===== config.mk =====
export PLATFORM = sky130hd
export DESIGN_NAME = multiword_comparator
export DESIGN_NICKNAME = d
export VERILOG_FILES = /design/src/rtl/multiword_comparator_pkg.sv /design/src/rtl/multiword_comparator_word_cmp.sv /design/src/rtl/multiword_comparator.sv
export SDC_FILE = /design/constraint.sdc
export NUM_CORES = 1
export LEC_CHECK = 0
export CORE_MARGIN = 5
export CORE_UTILIZATION = 40
export CTS_CLUSTER_DIAMETER = 30
export CTS_CLUSTER_SIZE = 20
export DETAILED_ROUTE_END_ITERATION = 7
export PLACE_DENSITY = 0.71
export SYNTH_ARGS = -nofsm -noshare
export SYNTH_HDL_FRONTEND = slang
export SYNTH_SLANG_ARGS = --single-unit

===== constraint.sdc =====
create_clock -name clk -period 1.15 [get_ports clk]
set_input_delay 0.23 -clock clk [delete_from_list [all_inputs] [get_ports clk]]
set_output_delay 0.23 -clock clk [all_outputs]
set_load 0.05 [all_outputs]

===== src/rtl/multiword_comparator_pkg.sv =====
// Shared types for the multi-word comparator: FSM states, result encoding
// and the word-counter width helper.
package multiword_comparator_pkg;

  typedef enum logic [1:0] {
    IDLE    = 2'b00,
    COMPARE = 2'b01,
    DONE    = 2'b10
  } state_t;

  typedef enum logic [1:0] {
    EQ = 2'b00,
    GT = 2'b01,
    LT = 2'b10
  } result_t;

  // A single-word operand still needs a 1-bit counter.
  function automatic int cnt_width(input int words);
    return (words > 1) ? $clog2(words) : 1;
  endfunction

endpackage


===== src/rtl/multiword_comparator_word_cmp.sv =====
// Combinational single-word magnitude compare, two's-complement when
// is_signed is high.
module word_cmp #(
  parameter int WIDTH = 4
) (
  input  logic [WIDTH-1:0] a,
  input  logic [WIDTH-1:0] b,
  input  logic             is_signed,
  output logic             gt,
  output logic             lt,
  output logic             eq
);

  always_comb begin
    eq = (a == b);
    if (is_signed)
      gt = ($signed(a) > $signed(b));
    else
      gt = (a > b);
    lt = !gt && !eq;
  end

endmodule


===== src/rtl/multiword_comparator.sv =====
// Serial comparator: operands arrive one word per handshake, MSB word first;
// the first differing word decides the result.
module multiword_comparator
  import multiword_comparator_pkg::*;
#(
  parameter int WIDTH = 4,
  parameter int WORDS = 4
) (
  input  logic             clk,
  input  logic             rst,
  input  logic             start,
  input  logic             signed_mode,
  input  logic             in_valid,
  output logic             in_ready,
  input  logic [WIDTH-1:0] A,
  input  logic [WIDTH-1:0] B,
  output logic             busy,
  output logic             done,
  output logic             A_grt_B,
  output logic             A_less_B,
  output logic             A_eq_B
);

  localparam int CNT_W = cnt_width(WORDS);
  localparam logic [CNT_W-1:0] LAST = CNT_W'(WORDS - 1);

  state_t           state;
  logic [CNT_W-1:0] cnt;
  logic             signed_lat;
  logic             decided;
  result_t          decision;

  logic    w_gt, w_lt, w_eq;
  result_t final_res;

  // Only the MSB word carries the sign; lower words are plain magnitudes.
  word_cmp #(.WIDTH(WIDTH)) u_word_cmp (
    .a         (A),
    .b         (B),
    .is_signed (signed_lat && (cnt == '0)),
    .gt        (w_gt),
    .lt        (w_lt),
    .eq        (w_eq)
  );

  always_comb begin
    final_res = EQ;
    if (decided)
      final_res = decision;
    else if (w_gt)
      final_res = GT;
    else if (w_lt)
      final_res = LT;
  end

  always_ff @(posedge clk or posedge rst) begin
    if (rst) begin
      state      <= IDLE;
      cnt        <= '0;
      signed_lat <= 1'b0;
      decided    <= 1'b0;
      decision   <= EQ;
      busy       <= 1'b0;
      in_ready   <= 1'b0;
      done       <= 1'b0;
      A_grt_B    <= 1'b0;
      A_less_B   <= 1'b0;
      A_eq_B     <= 1'b0;
    end else begin
      unique case (state)
        IDLE: begin
          if (start) begin
            state      <= COMPARE;
            signed_lat <= signed_mode;
            cnt        <= '0;
            decided    <= 1'b0;
            decision   <= EQ;
            busy       <= 1'b1;
            in_ready   <= 1'b1;
          end
        end
        COMPARE: begin
          if (in_valid) begin
            if (!decided && !w_eq) begin
              decided  <= 1'b1;
              decision <= w_gt ? GT : LT;
            end
            // The flags are loaded from final_res so the last word can still decide.
            if (cnt == LAST) begin
              cnt      <= '0;
              state    <= DONE;
              busy     <= 1'b0;
              in_ready <= 1'b0;
              done     <= 1'b1;
              A_grt_B  <= (final_res == GT);
              A_less_B <= (final_res == LT);
              A_eq_B   <= (final_res == EQ);
            end else begin
              cnt <= cnt + 1'b1;
            end
          end
        end
        DONE: begin
          done  <= 1'b0;
          state <= IDLE;
        end
        default: begin
          state    <= IDLE;
          busy     <= 1'b0;
          in_ready <= 1'b0;
          done     <= 1'b0;
        end
      endcase
    end
  end

endmodule

; After elaboration in Yosys (flattened, before gate mapping)
; Index checks and enable logic that the tools add are counted.
[word_totals]
register_bits = 13
output_inout_bits = 6
[op_classes]
addsub = 1
order_cmp = 2
eq_ne = 10
muxes = 27
bitwise = 2
n_reduce_logical = 17
[ops]
columns = operator, n
row1 = $mux 2, 12
row2 = $pmux 2 s2, 3
row3 = $reduce_and 3->1, 4
row4 = $mux 1, 9
row5 = $gt 4x4->1, 2
row6 = $ne 2x2->1 const B, 4
row7 = $reduce_and 4->1, 2
row8 = $eq 2x2->1 const B, 3
row9 = $logic_not 2->1, 3
row10 = $eq 2x1->1 const B, 2
row11 = $eq 4x4->1, 1
row12 = $pmux 1 s2, 2
row13 = $logic_and 1x1->1, 3
row14 = $logic_not 1->1, 3
row15 = $pmux 1 s3, 1
row16 = $add 2x1->2 const B, 1
row17 = $not 1->1, 2
row18 = $reduce_and 2->1, 1
row19 = $reduce_bool 2->1, 1

; Depth between registers and ports, before layout
[logic_depth]
word_depth = 9
mapped_depth = 6
depth_no_buf = 6

; Modules after synthesis
; From an unflattened synthesis, not the netlist that was laid out.
[unflattened]
hier_cells = 79
hier_area_um2 = 789.5
[modules_own_cells]
columns = module, n_inst, cells_each, area_each_um2, seq_area_each_um2
row1 = multiword_comparator, 1, 60, 648.1, 325.3
row2 = word_cmp, 1, 19, 141.4, 0.0

; Least setup slack after synthesis
; No wires, ideal clock.
[synth_path]
path_type = input-to-reg
start = input port B[3]
end = register decision[0]
setup_time_ns = 0.121
arrival_time_ns = 1.258
required_time_ns = 1.029
slack_ns = -0.229
stages = 6
n_path_buf = 0
path_cell_list = inv_1 ha_1 a41oi_2 and3_4 nor2_2 a22o_1
[synth_via]
elab_chain_cells = 6
elab_cells_between_ends = 12
[synth_rtl]
columns = element, line
row1 = "start, declared", multiword_comparator.sv:16  ; input logic [WIDTH-1:0] B,
row2 = "$gt 4x4->1, on equally long branches", "multiword_comparator_word_cmp.sv:19, multiword_comparator_word_cmp.sv:17"
row3 = $mux 1, multiword_comparator_word_cmp.sv:16  ; if (is_signed)
row4 = $mux 2, multiword_comparator.sv:86  ; decision <= w_gt ? GT : LT;
row5 = $mux 2, multiword_comparator.sv:84  ; if (!decided && !w_eq) begin
row6 = $mux 2, multiword_comparator.sv:83  ; if (in_valid) begin
row7 = $pmux 2 s2, multiword_comparator.sv:70  ; unique case (state)
row8 = "end signal, assigned", multiword_comparator.sv:86
row9 = "end, declared", multiword_comparator.sv:31  ; result_t decision;
; Parallel ways exist; a longest one is shown, timed or not. The select of a mux whose other input is x is not followed.
; A chain may end at the register's enable or synchronous reset.

; Worst setup path in the final report
[layout_path]
start = register cnt[1]
end = register decision[1]
[layout_via]
elab_chain_cells = 7
[layout_rtl]
columns = element, line
row1 = "start, declared", multiword_comparator.sv:28  ; logic [CNT_W-1:0] cnt;
row2 = "start signal, assigned", multiword_comparator.sv:99  ; cnt <= cnt + 1'b1;
row3 = $logic_not 2->1, multiword_comparator.sv:40  ; .is_signed (signed_lat && (cnt == '0)),
row4 = $logic_and 1x1->1, multiword_comparator.sv:40
row5 = $mux 1, multiword_comparator_word_cmp.sv:16
row6 = $mux 2, multiword_comparator.sv:86
row7 = $mux 2, multiword_comparator.sv:84
row8 = $mux 2, multiword_comparator.sv:83
row9 = $pmux 2 s2, multiword_comparator.sv:70
; No other way between the ends. The select of a mux whose other input is x is not followed.

==> impl_metrics.tcl <==
set metrics [dict create \
    fin_area_um2 1370 \
    die_w_um 53.1 \
    place_congestion 0.833 \
    via_per_inst 5.10 \
    gr-usage-all-layers 0.145 \
    synthCells 70 \
    first_global_vias 706 \
    drive_gt1_frac 0.625 \
    slew-limit-headroom 0.831 \
    pin_count 19 \
    end_kind "flip-flop" \
    clk-insertion-delay-late_ns 0.28 \
    final_antenna_net_count 0 \
    synth_area_leader_cell "dfrtp_1" \
    seqPwrFrac 0.265 \
    synthMuxAreaShare 0.0152 \
    synth_compound_area_frac 0.212 \
    netlist_area_um2 742 \
    dr.pass1.iters 4 \
    status "finished with violations" \
    violations "setup timing" \
    slew_violations 0 \
    synth_top_cell_area_share 0.438 \
    ys.flop_type "dfrtp_1" \
    die_area_um2 2820 \
    start_util 0.425 \
    areaGrowthSynthToFinish_pct 84.8 \
    ir_drop_uv 1920 \
    netSwitchingPower_mw 1.43 \
    coreArea_um2 1750 \
    cts.htree.levels 1 \
    clock_tree.root_cell "clkbuf_4" \
    final_hold_viol_count 0 \
    skew_ns 0.00199 \
    vias 699 \
    cts_tree "yes" \
    placed_cell_area_um2 1160 \
    synth.ff_latch_count 13 \
    p_leak_nw 0.596 \
    die_h_um 53.1 \
    synth-edff-count 0 \
    fin_ws_ns -0.200 \
    finalNonFillerCells 137 \
    grt_max_degree 14 \
    num_antenna_cells 0 \
    hp-class "primary input to asynchronous set/reset pin" \
    drc 0 \
    yosys_warnings 0 \
    numCtsBuffers 3 \
    power_frac_comb 0.652 \
    drt-initial-drc-count 14 \
    io_buffers 18 \
    synthAdderAreaFrac 0.101 \
    rows 15 \
    ys_seq_area_frac 0.438 \
    synth_nets 89 \
    pwr-share-clk 0.083 \
    internal_power_mw 2.04 \
    r2r_start "cnt[1]" \
    dp.cells 124 \
    wl_per_cell_um 14.9 \
    nNetsFinal 132 \
    ys_types 30 \
    rsz0062_at_grt "yes" \
    maxCapViolations 0 \
    power_density_nw_per_um2 2530 \
    critical_path_class "flip-flop to flip-flop" \
    clock.fmax_ghz 0.741 \
    clockBufferDepth 2 \
    antenna_found_initial 0 \
    dpl.hpwl_um 1320 \
    cts_sinks 13 \
    grt_pass1_wl_um 2880 \
    setup_viol 10 \
    holdBufCountCts 0 \
    synth_xor_area_frac 0 \
    netSwitchingFraction 0.412 \
    synth_top_family_by_area "compound AO/OA/AOI/OAI gates" \
    wirelength_um 2040 \
    synth.area.top_cells "dfrtp_1 44%, ha_1 10%, inv_1 4.0%" \
    period_needed_ns 1.35 \
    cp_data_arrival_time_ns 1.53 \
    synthSimpleGateAreaFrac 0.175 \
    crit_start "cnt[1]" \
    post-route-period-util 1.17 \
    clkTransAtPathRegs_ns 0.08 \
    worst_pin_slew_ns 0.253 \
    fin_util 0.786 \
    grt.overflow.total 0 \
    critPathLaunchType "flip-flop" \
    avgSynthCellArea_um2 10.6 \
    path_max_fanout 3 \
    worstPathRequired_ns 1.33 \
    ys_async_sr_fraction 1.00 \
    nFillCells 106 \
]
-- cell usage after synthesis (all sizes together) (2+ instances only) --
cell type,n
inv,8
ha,6
nor3b,3
nand2,5
a21o,2
nor2b,2
a21oi,4
dfrtp,13
o21ai,5
nand3,2
a31oi,2
nor2,2
a22o,4
-- routing by layer --
metal	up-vias	part of all wire	track usage
li1	338	-	-
met1	339	0.41	0.159
met2	18	0.53	0.236
met3	4	0.049	0.0648
met4	0	0.010	0.0681
met5	-	0	0
-- power groups by stage --
| stage | clock, mW | sequential [mW] | combinational [mW] |
|---|---|---|---|
| 6_report | 0.290 | 0.921 | 2.27 |
| 5_1_grt | 0.322 | 0.954 | 2.40 |
| 4_1_cts | 0.291 | 0.903 | 1.88 |
| 3_5_place_dp | 0 | 0.890 | 1.74 |
| 3_3_place_gp | 0 | 0.884 | 1.71 |
| 2_1_floorplan | 0 | 1.13 | 0.653 |
-- path summary, 6_finish.rpt --
| path | endpoint | slack, ns | depth (start not counted) |
|---|---|---|---|
| worst max register to register | decision[1] | -0.20 | 5 |
| worst min-delay path | done | 0.24 | 3 |
| max in group asynchronous | cnt[0] | 0.74 | 3 |
| worst min register to register | decision[1] | 0.53 | 1 |
| min in group clk | decision[1] | 0.53 | 1 |
| worst max-delay path | decision[1] | -0.20 | 5 |
-- cell type report --
cell class | count | area [um2] | area share
clock buffers | 4 | 26.3 | 0.0192
inverters | 9 | 41.3 | 0.0301
multi-input cells | 47 | 546 | 0.398
flip-flops and latches | 13 | 330 | 0.241
well taps | 25 | 31.3 | 0.0228
repair buffers | 39 | 397 | 0.289
-- critical path, stage by stage, from the launching register on --
cell	delay, ns
dfrtp_1	0.41
inv_2	0.07
ha_4	0.16
and4b_1	0.19
a31o_2	0.23
a22o_1	0.17
-- cells in the final DEF (no fill, tap or decap), types with 2 or more instances in the layout --
cell             synthesis  layout
nand2_1                  5       5
buf_2                    0       2
ha_4                     0       6
a21o_1                   2       2
clkbuf_4                 0       3
buf_6                    0       4
a21oi_1                  4       3
o21ai_1                  4       3
a22o_1                   3       3
clkdlybuf4s50_1          0       3
o21ai_2                  0       2
dfrtp_2                  0       4
inv_2                    0       5
nor2_4                   0       2
dfrtp_1                 13       9
clkdlybuf4s15_1          0       5
buf_12                   0       6
buf_4                    1      17
nor3b_2                  1       2
inv_1                    8       2
-- state kept, by name (all words and copies together), names as in the netlist --
name / count
cnt: 2
A_less_B: 1
A_grt_B: 1
A_eq_B: 1
decided: 1
signed_lat: 1
decision: 2
done: 1
busy: 1
state: 2
-- per-stage QoR --
step                      TNS, ns  hold slack [ns]  total power [mW]  setup slack (ns)
after floorplan            -0.316            0.107              1.79            -0.103
after global placement      -4.85            0.493              2.60            -0.659
after detailed placement    -5.06            0.507              2.63            -0.700
after CTS                  -0.575            0.256              3.07            -0.153
after global routing        -1.75            0.268              3.68            -0.272
final                       -1.02            0.240              3.48            -0.200
-- repair_timing --
action / CTS / global route
pin swaps: 10 / 12
setup buffers: 3 / 6
endpoints found under the setup margin: 11 / 13
hold endpoints to repair: 0 / 0
resized for setup: 31 / 21
-- cells by family after synthesis --
family,after synthesis
multiplexers,1
AO/OA/AOI/OAI,22
AND/OR/NAND/NOR,18
buffers and inverters,10
adder cells (fa/ha/maj),6
flip-flops,13
Note: power is estimated with default switching activity, not from simulation.
